**src/rtl/alu_scheduler.sv**
```systemverilog
// Round-robin scheduler sharing one combinational 32-bit ALU between two requesters.
// Optional feature macro ALU_SCHED_MUL_EN: ctrl 4'b1000 becomes a 32-cycle-pair shift/add multiply.
module alu_scheduler (
    input  logic        clk,
    input  logic        rst_n,
    input  logic        req0_valid,
    output logic        req0_ready,
    input  logic [3:0]  req0_ctrl,
    input  logic [31:0] req0_a,
    input  logic [31:0] req0_b,
    input  logic [4:0]  req0_shamnt,
    input  logic        req1_valid,
    output logic        req1_ready,
    input  logic [3:0]  req1_ctrl,
    input  logic [31:0] req1_a,
    input  logic [31:0] req1_b,
    input  logic [4:0]  req1_shamnt,
    output logic        resp_valid,
    input  logic        resp_ready,
    output logic        resp_id,
    output logic [31:0] resp_result,
    output logic [7:0]  resp_status,
    output logic [3:0]  alu_ctrl,
    output logic [31:0] alu_op1,
    output logic [31:0] alu_op2,
    output logic [4:0]  alu_shamnt,
    input  logic [31:0] alu_result,
    input  logic [7:0]  alu_status,
    output logic        busy
);

    localparam logic [2:0] ST_IDLE  = 3'd0;
    localparam logic [2:0] ST_SETUP = 3'd1;
    localparam logic [2:0] ST_EXEC  = 3'd2;
    localparam logic [2:0] ST_RESP  = 3'd3;
`ifdef ALU_SCHED_MUL_EN
    localparam logic [2:0] ST_MUL_SETUP = 3'd4;
    localparam logic [2:0] ST_MUL_EXEC  = 3'd5;
    localparam logic [3:0] CTRL_ADD     = 4'h2;
`endif
    localparam logic [3:0] CTRL_NOP = 4'hF;
    localparam logic [3:0] CTRL_MUL = 4'h8;
    localparam logic [3:0] CTRL_BAD = 4'h9;

    logic [2:0]  state_q, state_d;
    logic        last_grant_q, last_grant_d;
    logic [3:0]  ctrl_q, ctrl_d;
    logic [31:0] op1_q, op1_d;
    logic [31:0] op2_q, op2_d;
    logic [4:0]  sh_q, sh_d;
    logic        resp_valid_q, resp_valid_d;
    logic        resp_id_q, resp_id_d;
    logic [31:0] resp_result_q, resp_result_d;
    logic [7:0]  resp_status_q, resp_status_d;

`ifdef ALU_SCHED_MUL_EN
    logic [31:0] mul_a_q, mul_a_d;
    logic [31:0] mul_b_q, mul_b_d;
    logic [4:0]  mul_idx_q, mul_idx_d;
    logic        mul_carry_q, mul_carry_d;
    logic        mul_ovf_q, mul_ovf_d;
    logic [63:0] mul_wide;
    logic [4:0]  mul_idx_nxt;
    logic        mul_carry_acc, mul_ovf_acc;
`endif

    logic        idle;
    logic        sel_id;
    logic [3:0]  sel_ctrl;
    logic [31:0] sel_a, sel_b;
    logic [4:0]  sel_sh;
    logic        sel_unsup;
    logic        unused_status_lsbs;

    assign unused_status_lsbs = ^alu_status[1:0];

    assign idle = (state_q == ST_IDLE);
    assign busy = ~idle;

    // On a tie the requester not granted last wins; a lone valid always wins.
    always_comb begin
        sel_id = 1'b0;
        if (req0_valid && req1_valid) begin
            sel_id = ~last_grant_q;
        end else if (req1_valid) begin
            sel_id = 1'b1;
        end
    end

    // Only the tie winner sees ready, so the loser never believes it was taken.
    assign req0_ready = idle & rst_n & ~(req1_valid & sel_id);
    assign req1_ready = idle & rst_n & ~(req0_valid & ~sel_id);

    assign sel_ctrl = sel_id ? req1_ctrl   : req0_ctrl;
    assign sel_a    = sel_id ? req1_a      : req0_a;
    assign sel_b    = sel_id ? req1_b      : req0_b;
    assign sel_sh   = sel_id ? req1_shamnt : req0_shamnt;

`ifdef ALU_SCHED_MUL_EN
    assign sel_unsup = (sel_ctrl == CTRL_BAD);
`else
    assign sel_unsup = (sel_ctrl == CTRL_BAD) || (sel_ctrl == CTRL_MUL);
`endif

    always_comb begin
        alu_ctrl = CTRL_NOP;
        case (state_q)
            ST_EXEC:     alu_ctrl = ctrl_q;
`ifdef ALU_SCHED_MUL_EN
            ST_MUL_EXEC: alu_ctrl = CTRL_ADD;
`endif
            default:     alu_ctrl = CTRL_NOP;
        endcase
    end

    always_comb begin
        state_d       = state_q;
        last_grant_d  = last_grant_q;
        ctrl_d        = ctrl_q;
        op1_d         = op1_q;
        op2_d         = op2_q;
        sh_d          = sh_q;
        resp_valid_d  = resp_valid_q;
        resp_id_d     = resp_id_q;
        resp_result_d = resp_result_q;
        resp_status_d = resp_status_q;
`ifdef ALU_SCHED_MUL_EN
        mul_a_d       = mul_a_q;
        mul_b_d       = mul_b_q;
        mul_idx_d     = mul_idx_q;
        mul_carry_d   = mul_carry_q;
        mul_ovf_d     = mul_ovf_q;
        mul_idx_nxt   = mul_idx_q + 5'd1;
        mul_wide      = {32'h0, mul_a_q} << mul_idx_q;
        mul_carry_acc = mul_carry_q | alu_status[5];
        mul_ovf_acc   = mul_ovf_q | alu_status[5] |
                        (mul_b_q[mul_idx_q] & (|mul_wide[63:32]));
`endif
        case (state_q)
            ST_IDLE: begin
                if (req0_valid || req1_valid) begin
                    last_grant_d = sel_id;
                    resp_id_d    = sel_id;
                    ctrl_d       = sel_ctrl;
                    if (sel_unsup) begin
                        resp_result_d = 32'h0;
                        resp_status_d = 8'b1000_0010;
                        state_d       = ST_RESP;
                    end
`ifdef ALU_SCHED_MUL_EN
                    else if (sel_ctrl == CTRL_MUL) begin
                        mul_a_d     = sel_a;
                        mul_b_d     = sel_b;
                        mul_idx_d   = 5'd0;
                        mul_carry_d = 1'b0;
                        mul_ovf_d   = 1'b0;
                        op1_d       = 32'h0;
                        op2_d       = sel_b[0] ? sel_a : 32'h0;
                        state_d     = ST_MUL_SETUP;
                    end
`endif
                    else begin
                        op1_d   = sel_a;
                        op2_d   = sel_b;
                        sh_d    = sel_sh;
                        state_d = ST_SETUP;
                    end
                end
            end
            ST_SETUP: state_d = ST_EXEC;
            ST_EXEC: begin
                resp_result_d = alu_result;
                resp_status_d = {alu_status[7:2], 2'b00};
                state_d       = ST_RESP;
            end
            // First RESP cycle registers the response; it then holds until taken.
            ST_RESP: begin
                if (!resp_valid_q) begin
                    resp_valid_d = 1'b1;
                end else if (resp_ready) begin
                    resp_valid_d = 1'b0;
                    state_d      = ST_IDLE;
                end
            end
`ifdef ALU_SCHED_MUL_EN
            ST_MUL_SETUP: state_d = ST_MUL_EXEC;
            ST_MUL_EXEC: begin
                op1_d       = alu_result;
                mul_carry_d = mul_carry_acc;
                mul_ovf_d   = mul_ovf_acc;
                if (mul_idx_q == 5'd31) begin
                    resp_result_d = alu_result;
                    resp_status_d = {alu_status[7], mul_ovf_acc, mul_carry_acc,
                                     alu_status[4], alu_status[3], 3'b000};
                    state_d       = ST_RESP;
                end else begin
                    mul_idx_d = mul_idx_nxt;
                    op2_d     = mul_b_q[mul_idx_nxt] ? (mul_a_q << mul_idx_nxt) : 32'h0;
                    state_d   = ST_MUL_SETUP;
                end
            end
`endif
            default: state_d = ST_IDLE;
        endcase
    end

    always_ff @(posedge clk or negedge rst_n) begin
        if (!rst_n) begin
            state_q       <= ST_IDLE;
            last_grant_q  <= 1'b1;
            ctrl_q        <= CTRL_NOP;
            op1_q         <= 32'h0;
            op2_q         <= 32'h0;
            sh_q          <= 5'h0;
            resp_valid_q  <= 1'b0;
            resp_id_q     <= 1'b0;
            resp_result_q <= 32'h0;
            resp_status_q <= 8'h0;
        end else begin
            state_q       <= state_d;
            last_grant_q  <= last_grant_d;
            ctrl_q        <= ctrl_d;
            op1_q         <= op1_d;
            op2_q         <= op2_d;
            sh_q          <= sh_d;
            resp_valid_q  <= resp_valid_d;
            resp_id_q     <= resp_id_d;
            resp_result_q <= resp_result_d;
            resp_status_q <= resp_status_d;
        end
    end

`ifdef ALU_SCHED_MUL_EN
    always_ff @(posedge clk or negedge rst_n) begin
        if (!rst_n) begin
            mul_a_q     <= 32'h0;
            mul_b_q     <= 32'h0;
            mul_idx_q   <= 5'h0;
            mul_carry_q <= 1'b0;
            mul_ovf_q   <= 1'b0;
        end else begin
            mul_a_q     <= mul_a_d;
            mul_b_q     <= mul_b_d;
            mul_idx_q   <= mul_idx_d;
            mul_carry_q <= mul_carry_d;
            mul_ovf_q   <= mul_ovf_d;
        end
    end
`endif

    assign alu_op1     = op1_q;
    assign alu_op2     = op2_q;
    assign alu_shamnt  = sh_q;
    assign resp_valid  = resp_valid_q;
    assign resp_id     = resp_id_q;
    assign resp_result = resp_result_q;
    assign resp_status = resp_status_q;

endmodule
```
**config.mk**
```make
export PLATFORM = sky130hd
export DESIGN_NAME = alu_scheduler
export DESIGN_NICKNAME = d
export VERILOG_FILES = /design/src/rtl/alu_scheduler.sv
export SDC_FILE = /design/constraint.sdc
export NUM_CORES = 1
export LEC_CHECK = 0
export CAP_MARGIN = 20
export CELL_PAD_IN_SITES_DETAIL_PLACEMENT = 1
export CELL_PAD_IN_SITES_GLOBAL_PLACEMENT = 1
export CORE_ASPECT_RATIO = 1.4
export CORE_MARGIN = 1.5
export CORE_UTILIZATION = 27
export DETAILED_ROUTE_END_ITERATION = 7
export PLACE_DENSITY = 0.91
export SYNTH_ARGS = -nofsm -noshare
export SYNTH_HDL_FRONTEND = slang
export SYNTH_SLANG_ARGS = --single-unit
```
**constraint.sdc**
```tcl
create_clock -name clk -period 2.5 [get_ports clk]
set_input_delay 0.5 -clock clk [delete_from_list [all_inputs] [get_ports clk]]
set_output_delay 0.5 -clock clk [all_outputs]
set_load 0.02 [all_outputs]
```
* Word-level counts from Yosys, hierarchy flattened
Cells that the tools add are included.
** Operators by class
- Eq/ne operators :: 9
- Muxes and demuxes :: 20
- Bitwise gates (word level) :: 11
- Reductions and logical operators :: 9
** Operators by type and width (count)
- 32-bit 2-to-1 mux :: 4
- 32-bit case mux with 2 select lines :: 1
- 8-bit 2-to-1 mux :: 2
- 8-bit case mux with 2 select lines :: 1
- 3-bit case mux with 4 select lines :: 1
- 3-bit 2-to-1 mux :: 3
- 3-bit AND reduction :: 3
- 4-bit equality test, second input constant :: 2
- 4-bit 2-to-1 mux :: 2
- 3-bit by 2-bit equality test with 1-bit output, second input constant :: 2
- 1-bit inverter :: 6
- 1-bit bitwise AND :: 5
- 5-bit 2-to-1 mux :: 1
- 1-bit 2-to-1 mux :: 4
- 2-bit by 1-bit inequality test with 1-bit output, second input constant :: 2
- 2-bit inequality test, second input constant :: 2
- 3-bit by 1-bit equality test with 1-bit output, second input constant :: 1
- 3-bit zero test :: 1
- 1-bit logical OR :: 2
- 2-bit 2-to-1 mux :: 1
- 2-bit AND reduction :: 1
- 2-bit nonzero test :: 1
- 1-bit logical AND :: 1
** Storage, ports and cells
- Register bits after elaboration :: 119
- Input port bits :: 191
- Output and inout bits :: 118
- Logic and storage cells :: 59

* Depth between registers and ports, before layout
- Depth after elaboration :: 8
- Gate-level depth with buffers :: 10
- Depth with buffers taken out :: 6

* Least setup slack after synthesis
Ideal clock, no wire load.
- Path kind :: in2reg
- Start point :: input req1_valid
- End point :: register op2_q[11] (netlist: alu_op2[11])
- Setup time :: 0.126 ns
- Data arrival time :: 1.827 ns
- Required time :: 2.374 ns
- Path slack :: 0.547 ns
- Stages :: 6
- Path buffers :: 2
- Cell sequence :: a21boi_2 > mux2_2 > nor3_2 > buf_2 > buf_2 > a21oi_1
** Between the ends
- Longest elaborated chain between the ends :: 7
- Elaborated cells on any way between the ends :: 11
- Classes of those cells :: 2 x eq/ne; 4 x mux; 1 x bitwise; 4 x reduce/logical
** Ends and longest elaborated chain
- start: declaration :: line 12 : input logic req1_valid,
- 1-bit 2-to-1 mux / 1-bit logical AND (equally long branches) :: line 85, 83
- 1-bit 2-to-1 mux :: line 83 : if (req0_valid && req1_valid) begin
- 4-bit 2-to-1 mux :: line 94 : assign sel_ctrl = sel_id ? req1_ctrl : req0_ctrl;
- 4-bit equality test :: line 102 : assign sel_unsup = (sel_ctrl == CTRL_BAD) || (sel_ctrl == CTRL_MUL);
- 1-bit logical OR :: line 102
- 1-bit inverter (no line)
- 3-bit AND reduction (no line)
- end signal: assignment :: line 224 : op2_q <= op2_d;
- end: declaration :: line 49 : logic [31:0] op2_q, op2_d;
Several ways; a longest one is shown, not always the timed one.
A chain may end at the register's enable or synchronous reset.

* Worst setup path in the final report
- Start point :: register state_q[0]
- End point :: output alu_ctrl[2]
** Between the ends
- Longest elaborated chain between the ends :: 2
** Ends and longest elaborated chain
- start: declaration :: line 45 : logic [2:0] state_q, state_d;
- start signal: assignment :: line 220 : state_q <= state_d;
- 3-bit by 2-bit equality test with 1-bit output :: line 107 : case (state_q)
- 4-bit 2-to-1 mux :: line 107
- end: declaration :: line 23 : output logic [3:0] alu_ctrl,
Every way passes these cells.

==> flow_summary_export.csv <==
group,metric,value,unit
status,status,"finished clean",
clocking,clk_latency,410,ps
timing,worstMarginPinSlew,809,ps
worst_setup_path,rr_startpoint,"last_grant_q$_DFFE_PN1P_",
timing,relSlewSlack,0.461,
layout,nets,960,
drt,totalWireLength,19.1,mm
layout,design_area,9230,um^2
floorplan,fp.coreArea,18700,um^2
floorplan,dieWidth,120,um
flow_run,cap_violations,0,
global_route,grt_max_degree,64,
clocking,cts-root-buf,"clkbuf_16",
worst_setup_path,critical_path_arrival,1880,ps
drt,ant_nets,0,
clocking,cts-htree-levels,4,
clocking,clk_pin_slew,60,ps
timing,max_clock_freq,420,MHz
worst_setup_path,crit_start,"state_q[0]$_DFFE_PN0P_",
clocking,numCtsBuffers,17,
placement,post-dp-hpwl,14.4,mm
drt,via_per_inst,4.80,
layout,fillers,2022,
worst_setup_path,cpPeakStageDelay,560,ps
worst_setup_path,required,2000,ps
worst_setup_path,cp_slowest_cell,"clkdlybuf4s50_1",
timing,timing.final.crit_share,0.953,
floorplan,die_h,167,um
synthesis,yosys_warnings,0,
drt,drtIter0Drc,155,
power,p_per_area,1270,nW/um^2
global_route,track_usage,0.190,
layout,antenna_cells,0,
timing,skew,7.62,ps
synthesis,syn-cell-area,5180,um^2
clocking,ctsResizeCount,4,
synthesis,synthTopCellsByArea,"dfrtp_1 54%, a21oi_1 14%, mux2i_1 14%",
power,leakagePower,3.85,nW
clocking,cts_sinks,117,
floorplan,num_rows,59,
power,peakVddDrop,0.682,mV
synthesis,ys_types,28,
placement,io_buffers,305,
floorplan,initial_core_util,0.277,
drt,wl_per_cell,18.7,um
floorplan,ios,309,
timing,slew_violations,0,
synthesis,post-synth-top-area-cell,"dfrtp_1",
layout,synthToLayoutAreaGrowth,78.3,%
timing,period_minus_slack,2380,ps
global_route,grt_antenna_before_repair,0,
worst_setup_path,startpoint_type,"flip-flop",
worst_setup_path,crit_type,"flip-flop to output port",
clocking,cts_tree,"built",
synthesis,ys_seq_area_frac,0.567,
timing,hold_slack,261,ps
drt,vias,4913,
timing,hold_viol,0,
placement,post_dp_cell_area,8630,um^2
layout,final_common_cell,"clkdlybuf4s50_1",
worst_setup_path,cp_top_family,"buffers and inverters",
synthesis,synth_nets,656,
global_route,grt_pass1_wl,29.5,mm
drt,drc,0,
worst_setup_path,cp_cell_sequence,"inv_1, ha_2, nand2b_1, clkdlybuf4s50_1",
synthesis,synthCells,462,
placement,post-place-ws,-132,ps
synthesis,synthDominantCellAreaShare,0.541,
timing,rsz0062_at_grt,"false",
timing,setup-violations-final,0,
global_route,grt_pass1_vias,5513,
worst_setup_path,endpoint_kind,"output port",
global_route,grt-ovfl-total,0,
synthesis,synth_seq_cells,117,
placement,gp_congestion,0.757,
drt,dr.pass1.iters,4,
layout,drive_gt1_frac,0.0834,
timing,layout_setup_ws,117,ps
clocking,clk_path_buf_depth,2,
floorplan,dieArea,20000,um^2
synthesis,syn_area_per_cell,11.2,um^2
clocking,hold_buffers,0,
layout,final_cell_mix,"301 x clkdlybuf4s50_1, 145 x a21oi_1, 112 x dfrtp_1",
worst_hold_path,min_path_type,"input pin to async pin",
worst_setup_path,crit_fanout,7,
clocking,postCtsSetupRepairBufs,0,
worst_setup_path,crit_buf_inv,2,
[metrics by stage]
stage / instances / setup TNS (ps) / util / power [mW]
after global placement: 991 / -105 / 0.462 / 9.14
after CTS: 1023 / 0 / 0.494 / 11.9
after floorplan: 462 / 0 / - / 6.35
after global routing: 1023 / 0 / 0.494 / 12.4
after detailed placement: 991 / -3200 / 0.462 / 9.37
final: 1023 / 0 / 0.494 / 11.7
[worst reg2reg max path, cell delays in order, from the launching register on]
cell and delay, ps:
dfstp_2 390, a21boi_4 210, buf_4 190, mux2_2 400, nor3_4 240, buf_12 240
a21oi_1 120
[Yosys cell counts]
| cell | number |
|---|---|
| mux2i_1 | 70 |
| nor3b_1 | 2 |
| nand2b_1 | 4 |
| nor3_2 | 1 |
| a21o_1 | 1 |
| nand2_1 | 11 |
| dfstp_2 | 5 |
| ha_1 | 3 |
| o22ai_1 | 2 |
| clkbuf_1 | 19 |
| a22o_1 | 37 |
| o21ai_1 | 1 |
| conb_1 | 1 |
| buf_2 | 18 |
| buf_1 | 2 |
| nor2_1 | 7 |
| a22oi_1 | 1 |
| a21boi_1 | 1 |
| inv_1 | 8 |
| a31oi_1 | 4 |
| a21oi_1 | 145 |
| mux2_2 | 1 |
| a21boi_2 | 1 |
| mux2i_2 | 1 |
| buf_4 | 2 |
| o32a_1 | 1 |
| o21a_1 | 1 |
| dfrtp_1 | 112 |
[where the power goes]
part	leakage [nW]	internal, mW	switching, mW
Sequential	1.34	2.87	0.537
Clock	0.278	1.59	0.874
Combinational	2.22	2.81	3.06
Total	3.85	7.27	4.47
[layout make-up]
class / count / area, um^2 / share of cell area
timing repair buffer: 326 / 3290 / 0.357
inverter: 8 / 30.0 / 0.00325
tap: 244 / 305 / 0.0331
sequential: 117 / 2930 / 0.318
multi-input combinational: 296 / 2070 / 0.224
clock inverter: 12 / 155 / 0.0168
clock buffer: 20 / 447 / 0.0484
[metal layers]
metal | vias up | global-route usage | wire, um
met5 | - | 0 | 0
li1 | 2287 | - | -
met4 | 0 | 0.0709 | 459
met1 | 2375 | 0.203 | 7130
met3 | 33 | 0.0548 | 1330
met2 | 218 | 0.350 | 10200
[sequential cells by signal, indices dropped and copies added (netlist names)]
name          flops
alu_op1          32
alu_op2          32
resp_result      32
resp_status       7
alu_shamnt        5
ctrl_q            4
state_q           2
last_grant_q      1
resp_id           1
resp_valid        1
[final timing paths]
kind                                                    end  slack [ps]  cells past startpoint
worst max-delay path                            alu_ctrl[2]         120                      4
worst min-delay path                alu_op1[13]$_DFFE_PN0P_         260                      2
worst max register to register      alu_op2[23]$_DFFE_PN0P_         590                      6
worst min register to register  resp_result[29]$_DFFE_PN0P_         500                      1
max in group asynchronous           alu_op2[17]$_DFFE_PN0P_        1650                      2
min in group clk                resp_result[29]$_DFFE_PN0P_         500                      1
[kinds of logic (layout without fill, tap and decap cells)]
family                   count (synthesis)  count (layout)  share of synthesized area
AO/OA/AOI/OAI                          195             195                      0.221
adder cells (fa/ha/maj)                  3               3                    0.00725
AND/OR/NAND/NOR                         25              25                     0.0227
buffers and inverters                   49             366                     0.0413
multiplexers                            72              72                      0.140
other                                    1               1                   0.000724
flip-flops                             117             117                      0.567
Power figures use the tool's default switching activity.
